**config.mk**
```make
export PLATFORM = sky130hd
export DESIGN_NAME = tile_ram_arbiter
export DESIGN_NICKNAME = d
export VERILOG_FILES = /design/src/rtl/pacman_pkg.sv /design/src/rtl/tile_ram_arbiter_rr_arb2.sv /design/src/rtl/tile_ram_arbiter.sv
export SDC_FILE = /design/constraint.sdc
export NUM_CORES = 1
export LEC_CHECK = 0
export ABC_AREA = 1
export CAP_MARGIN = 5
export CORE_AREA = 2 2 86 88
export DETAILED_ROUTE_END_ITERATION = 7
export DIE_AREA = 0 0 88 90
export PLACE_DENSITY = 0.75
export SYNTH_ARGS = -nofsm -noshare
export SYNTH_HDL_FRONTEND = slang
export SYNTH_SLANG_ARGS = --single-unit
```
**constraint.sdc**
```tcl
create_clock -name clk_clk -period 1.37 [get_ports clk_clk]
set_clock_uncertainty 0.1 [all_clocks]
set_input_delay 0.137 -clock clk_clk [delete_from_list [all_inputs] [get_ports clk_clk]]
set_output_delay 0.137 -clock clk_clk [all_outputs]
set_load 0.01 [all_outputs]
```
**src/rtl/pacman_pkg.sv**
```systemverilog
// Shared types for the tile/sprite RAM arbiter: owner tags, default widths and the RAM command word.
package pacman_pkg;

  localparam int ADDR_W_DEF = 10;
  localparam int DATA_W_DEF = 8;

  typedef enum logic [1:0] {
    TAG_NONE = 2'd0,
    TAG_VID  = 2'd1,
    TAG_CPU  = 2'd2
  } owner_tag_e;

  typedef struct packed {
    logic [ADDR_W_DEF-1:0] addr;
    logic                  we;
    logic [DATA_W_DEF-1:0] wdata;
  } ram_cmd_t;

endpackage

```
**src/rtl/tile_ram_arbiter_rr_arb2.sv**
```systemverilog
// Two-requester round-robin arbiter; a tie goes to the port not served last.
module rr_arb2 (
  input  logic clk,
  input  logic rst_n,
  input  logic en,
  input  logic req0,
  input  logic req1,
  output logic gnt0,
  output logic gnt1
);

  // 1 = port 1 was served last, so port 0 wins the next tie
  logic last1_q;

  always_comb begin
    gnt0 = 1'b0;
    gnt1 = 1'b0;
    if (en) begin
      if (req0 && req1) begin
        gnt0 = last1_q;
        gnt1 = !last1_q;
      end else begin
        gnt0 = req0;
        gnt1 = req1;
      end
    end
  end

  always_ff @(posedge clk or negedge rst_n) begin
    if (!rst_n) begin
      last1_q <= 1'b1;
    end else if (gnt0) begin
      last1_q <= 1'b0;
    end else if (gnt1) begin
      last1_q <= 1'b1;
    end
  end

endmodule

```
**src/rtl/tile_ram_arbiter.sv**
```systemverilog
// Single-port tile RAM sharing: video reads at strict priority, game/CPU round-robin on the rest.
module tile_ram_arbiter
  import pacman_pkg::*;
#(
  parameter int ADDR_W     = ADDR_W_DEF,
  parameter int DATA_W     = DATA_W_DEF,
  parameter int STARVE_MAX = 64
) (
  input  logic              clk_clk,
  input  logic              reset_reset_n,
  input  logic              vid_req,
  input  logic [ADDR_W-1:0] vid_addr,
  output logic [DATA_W-1:0] vid_rdata,
  output logic              vid_rvalid,
  input  logic              gm_req,
  input  logic [ADDR_W-1:0] gm_addr,
  input  logic [DATA_W-1:0] gm_wdata,
  output logic              gm_ack,
  input  logic              cpu_req,
  input  logic              cpu_we,
  input  logic [ADDR_W-1:0] cpu_addr,
  input  logic [DATA_W-1:0] cpu_wdata,
  output logic              cpu_ack,
  output logic [DATA_W-1:0] cpu_rdata,
  output logic              cpu_rvalid,
  input  logic              starve_clr,
  output logic              starve_flag,
  output logic [ADDR_W-1:0] ram_addr,
  output logic              ram_we,
  output logic [DATA_W-1:0] ram_wdata,
  input  logic [DATA_W-1:0] ram_rdata
);

  localparam int CNT_W = $clog2(STARVE_MAX + 1);
  localparam logic [CNT_W-1:0] CNT_MAX = CNT_W'(STARVE_MAX);

  logic       gm_gnt;
  logic       cpu_gnt;
  ram_cmd_t   cmd_d;
  ram_cmd_t   cmd_q;
  owner_tag_e tag_d;
  owner_tag_e tag1_q;
  owner_tag_e tag2_q;
  logic       gm_ack_q;
  logic       cpu_ack_q;

  logic [DATA_W-1:0] vid_hold_q;
  logic [DATA_W-1:0] cpu_hold_q;

  logic [1:0]            wait_req;
  logic [1:0]            wait_gnt;
  logic [1:0][CNT_W-1:0] wait_d;
  logic [1:0][CNT_W-1:0] wait_q;
  logic                  starve_evt;
  logic                  starve_flag_q;

  rr_arb2 u_rr_arb2 (
    .clk   (clk_clk),
    .rst_n (reset_reset_n),
    .en    (!vid_req),
    .req0  (gm_req),
    .req1  (cpu_req),
    .gnt0  (gm_gnt),
    .gnt1  (cpu_gnt)
  );

  // Next command word; with no grant the address is held and the write strobe dropped.
  always_comb begin
    cmd_d    = cmd_q;
    cmd_d.we = 1'b0;
    tag_d    = TAG_NONE;
    if (vid_req) begin
      cmd_d.addr = vid_addr;
      tag_d      = TAG_VID;
    end else if (gm_gnt) begin
      cmd_d.addr  = gm_addr;
      cmd_d.we    = 1'b1;
      cmd_d.wdata = gm_wdata;
    end else if (cpu_gnt) begin
      cmd_d.addr  = cpu_addr;
      cmd_d.we    = cpu_we;
      cmd_d.wdata = cpu_wdata;
      if (!cpu_we) begin
        tag_d = TAG_CPU;
      end
    end
  end

  always_ff @(posedge clk_clk or negedge reset_reset_n) begin
    if (!reset_reset_n) begin
      cmd_q     <= '0;
      tag1_q    <= TAG_NONE;
      tag2_q    <= TAG_NONE;
      gm_ack_q  <= 1'b0;
      cpu_ack_q <= 1'b0;
    end else begin
      cmd_q     <= cmd_d;
      tag1_q    <= tag_d;
      tag2_q    <= tag1_q;
      gm_ack_q  <= gm_gnt;
      cpu_ack_q <= cpu_gnt;
    end
  end

  assign ram_addr  = cmd_q.addr;
  assign ram_we    = cmd_q.we;
  assign ram_wdata = cmd_q.wdata;
  assign gm_ack    = gm_ack_q;
  assign cpu_ack   = cpu_ack_q;

  // RAM data arrives with the second tag stage; the holding registers keep the last delivered word.
  assign vid_rvalid = (tag2_q == TAG_VID);
  assign cpu_rvalid = (tag2_q == TAG_CPU);
  assign vid_rdata  = vid_rvalid ? ram_rdata : vid_hold_q;
  assign cpu_rdata  = cpu_rvalid ? ram_rdata : cpu_hold_q;

  always_ff @(posedge clk_clk or negedge reset_reset_n) begin
    if (!reset_reset_n) begin
      vid_hold_q <= '0;
      cpu_hold_q <= '0;
    end else begin
      if (vid_rvalid) begin
        vid_hold_q <= ram_rdata;
      end
      if (cpu_rvalid) begin
        cpu_hold_q <= ram_rdata;
      end
    end
  end

  assign wait_req = {cpu_req, gm_req};
  assign wait_gnt = {cpu_gnt, gm_gnt};

  // Counters track consecutive waiting cycles; only the transition onto the limit raises the flag.
  always_comb begin
    wait_d     = wait_q;
    starve_evt = 1'b0;
    for (int i = 0; i < 2; i++) begin
      if (!wait_req[i] || wait_gnt[i]) begin
        wait_d[i] = '0;
      end else if (wait_q[i] != CNT_MAX) begin
        wait_d[i] = wait_q[i] + CNT_W'(1);
      end
      if ((wait_d[i] == CNT_MAX) && (wait_q[i] != CNT_MAX)) begin
        starve_evt = 1'b1;
      end
    end
  end

  always_ff @(posedge clk_clk or negedge reset_reset_n) begin
    if (!reset_reset_n) begin
      wait_q        <= '0;
      starve_flag_q <= 1'b0;
    end else begin
      wait_q <= wait_d;
      if (starve_evt) begin
        starve_flag_q <= 1'b1;
      end else if (starve_clr) begin
        starve_flag_q <= 1'b0;
      end
    end
  end

  assign starve_flag = starve_flag_q;

endmodule
```
==> impl_results.md <==
* FMAX at 582 MHz
* Worst Tran Pin Value at 0.337 ns
* CTS root buf: clkbuf_8
* Pwr Density at 996 mW/mm^2
* Initial Util at 38.8%
* LEAKAGE at 2.40 nW
* Synth top cells by count: nand2_1 (108), dfrtp_1 (56), inv_1 (44)
* Combinational Power Share at 29.0%
* Hold Fails Final Rpt at 0
* First-pass GRT wire length at 12.5 mm
* Vias post-DR at 2810
* CTS Buffer Depth at 2
* Syn Nets at 395
* Boundary pin count at 101
* Register area share after synthesis at 52.4%
* Final setup fails at 51
* Tcrit/Tclk final at 125%
* Count leader, synth: nand2_1
* Number of diodes at 0
* Layout cells sized above 1 at 42.1%
* Async S/R FF share, synth at 100%
* Cell area after layout at 0.00491 sq mm
* Pins Over Slew Limit at 0
* Routed length on met1 at 3.27 mm
* Top sig layer: met4
* Worst vdd rail ir drop at 0.638 mV
* DR WL met2 at 4.45 mm
* DRT antenna net count at 0
* Grt total ovfl at 0
* Port-buffer cells at 100
* Yosys top cell area share at 51.4%
* Clk Latency, worst-skew pair at 0.34 ns
* Worst EP arrival at 1.48 ns
* Worst path cell trace: nor2_4 -> clkinvlp_4 -> buf_6 -> nand2_4 -> o21ai_2 -> buf_2
* Post-synth EDFFs at 0
* CP peak stage delay at 0.42 ns
* Top delay family on crit path: buffers and inverters
* Placed wire-length estimate at 4.99 mm
* Nets at 559
* Clock power share at 29.7%
* Num rows at 31
* Fillers at 499
* Drt first-iter violations at 117
* Initial antenna violation count at 0
* Violated checks: setup timing
* H-tree levels at 3
* Max_cap viols at 0
* Dpl cell area at 0.00410 sq mm
* Setup WS post-layout at -0.349 ns
* Part of the power in registers at 41.2%
* Mapped Area at 0.00272 sq mm
* Routed WL at 8.39 mm
* Synth warn at 0
* Drt via density at 4.70
* CP max stage cell: dfrtp_1
* Sw Ratio at 32.1%
* Seq cells post-synth at 57
* Internal power at 3.32 mW
* Minimum clock period at 1.72 ns
* Largest net degree at the start of global routing at 58
* Cells after Synth at 330
* All-Layer GR Usage at 20.3%
* CTS Sinks at 57
* Worst Path Required at 1.13 ns
* Vias in the first global route at 2783
* WP buf/inv at 3
* Outcome: complete, but fails checks
* Detailed-route DRC error count at 0
* Synth area leader: dfrtp_1
* Min Hold Slack at 0.216 ns
* Max-slew headroom at 77.4%
* Cts bufs inserted at 9
* Netlist cell types at 27
* CP Class: reg -> out
* Vert. Die Dim at 90 microns
* Net Sw Power at 1.57 mW
* Post-synthesis area per instance at 8.25 sq um
* Pre-Repair DR Iteration Count at 5
* GP Congestion at 0.827
* Synthesis-to-layout area growth at 80.4%
* Die area at 0.00792 sq mm
* CTS tree: yes
* Worst-path clk slew at 0.07 ns
* Worst-path maximum fanout at 4
* Wire per inst at 14.0 microns
* Chip width at 88 microns
* Met3 wire len at 581 microns
* Worst Setup End Kind: primary output
* RSZ-0062 raised after global routing: yes
* Startpoint class of the critical path: flip-flop
* Synth top area cells: dfrtp_1 (51%), nand2_1 (15%), inv_1 (6.1%)
* Hold WC Path Type: in -> async
* Finished Core Util at 70.0%
* Synth Flop Type: dfrtp_1
* Core Area at 0.00702 sq mm
==> timing repair <==
| action | in CTS | in global routing |
|---|---|---|
| hold buffers | 1 | 0 |
| pin swaps | 8 | 23 |
| gates cloned | 4 | 2 |
| resized for setup | 167 | 88 |
| setup buffers | 13 | 12 |
| endpoints found under the setup margin | 69 | 53 |
| endpoints found under the hold margin | 57 | 0 |
==> placed cells by master (no fill, tap or decap), types with 2 or more instances in the layout <==
cell type and count:
o21ai_2 17, buf_2 15, buf_6 17, clkdlybuf4s50_1 59, nor2_1 8, dlygate4sd2_1 23, nand2_1 86, clkbuf_8 10
dfrtp_1 56, ha_4 3, buf_4 33, clkdlybuf4s15_2 2, inv_1 26, nand2_2 21, nand2_4 6, a21oi_4 4
nand4_1 14, nand3_1 8, nand3_4 9, o21ai_1 2, clkinv_2 2, nor2_2 4, xor2_1 2, inv_2 18
clkinvlp_4 6, nand3_2 17, inv_4 3, a21oi_2 5, clkinv_4 2, nor2_4 5, buf_12 4, inv_6 2
==> power by group through the flow <==
stage	registers [mW]	logic, mW	clock network [mW]
3_3_place_gp	2.01	1.18	0
4_1_cts	1.99	1.24	1.46
6_report	2.02	1.42	1.46
2_1_floorplan	2.05	0.388	0
5_1_grt	2.04	1.54	1.57
3_5_place_dp	2.02	1.19	0
==> worst min-delay path: cells and delay by family <==
kind | cells | cell delay [ns]
buffers and inverters | 3 | 0.91
==> per-layer routing <==
layer  vias to the layer above  track usage [%]
met2                        95             35.1
met4                         0             5.38
met1                      1319             22.8
met5                         -                0
met3                        15             8.17
li1                       1381                -
==> cell type report <==
cell class / instances / area (sq um) / share of cell area (%)
Sequential cell: 57 / 1430 / 29.1
Tap cell: 99 / 124 / 2.52
Timing Repair Buffer: 156 / 1440 / 29.3
Inverter: 48 / 195 / 3.97
Clock inverter: 6 / 42.5 / 0.866
Clock buffer: 10 / 138 / 2.80
Timing Repair inverter: 5 / 36.3 / 0.738
Multi-Input combinational cell: 217 / 1510 / 30.8
==> metrics by stage <==
step,worst slack (ns),power (mW),cells,setup TNS (ns)
6_report,-0.349,4.89,598,-8.84
3_3_place_gp,-0.402,3.18,556,-9.79
2_1_floorplan,-0.114,2.43,330,-1.84
3_5_place_dp,-0.501,3.21,556,-11.42
5_1_grt,-0.428,5.15,598,-11.89
4_1_cts,-0.304,4.70,588,-5.84
==> logic make-up (layout without fill, tap and decap cells) <==
family          after synthesis  in the layout  synth area share [%]
fa+ha+maj                     4              4                  1.84
flops                        57             57                  52.4
compound gates               30             30                  7.49
buf+inv                      56            225                  8.08
xor+xnor                      2              2                 0.643
simple gates                181            181                  29.5
==> state kept, by name, indices dropped and copies added, names as in the netlist <==
register           count
cpu_ack                1
cpu_hold_q             8
gm_ack                 1
ram_addr              10
ram_wdata              8
ram_we                 1
starve_flag            1
tag1_q                 2
tag2_q                 2
u_rr_arb2.last1_q      1
vid_hold_q             8
wait_q                14
==> path summary, 6_finish.rpt <==
kind | from | endpoint | slack [ns] | cells after the start
setup / recovery | tag2_q[1]$_DFF_PN0_ | vid_rdata[4] | -0.35 | 6
hold / removal | reset_reset_n | starve_flag$_DFFE_PN0P_ | 0.22 | 3
setup reg to reg | u_rr_arb2.last1_q$_DFFE_PN1N_ | starve_flag$_DFFE_PN0P_ | -0.23 | 9
hold reg to reg | tag1_q[1]$_DFF_PN0_ | tag2_q[1]$_DFF_PN0_ | 0.26 | 0
max in group asynchronous | reset_reset_n | u_rr_arb2.last1_q$_DFFE_PN1N_ | 0.64 | 3
min in group clk_clk | vid_addr[1] | ram_addr[1]$_DFFE_PN0P_ | 0.26 | 3
(Power assumes the default switching activity.)
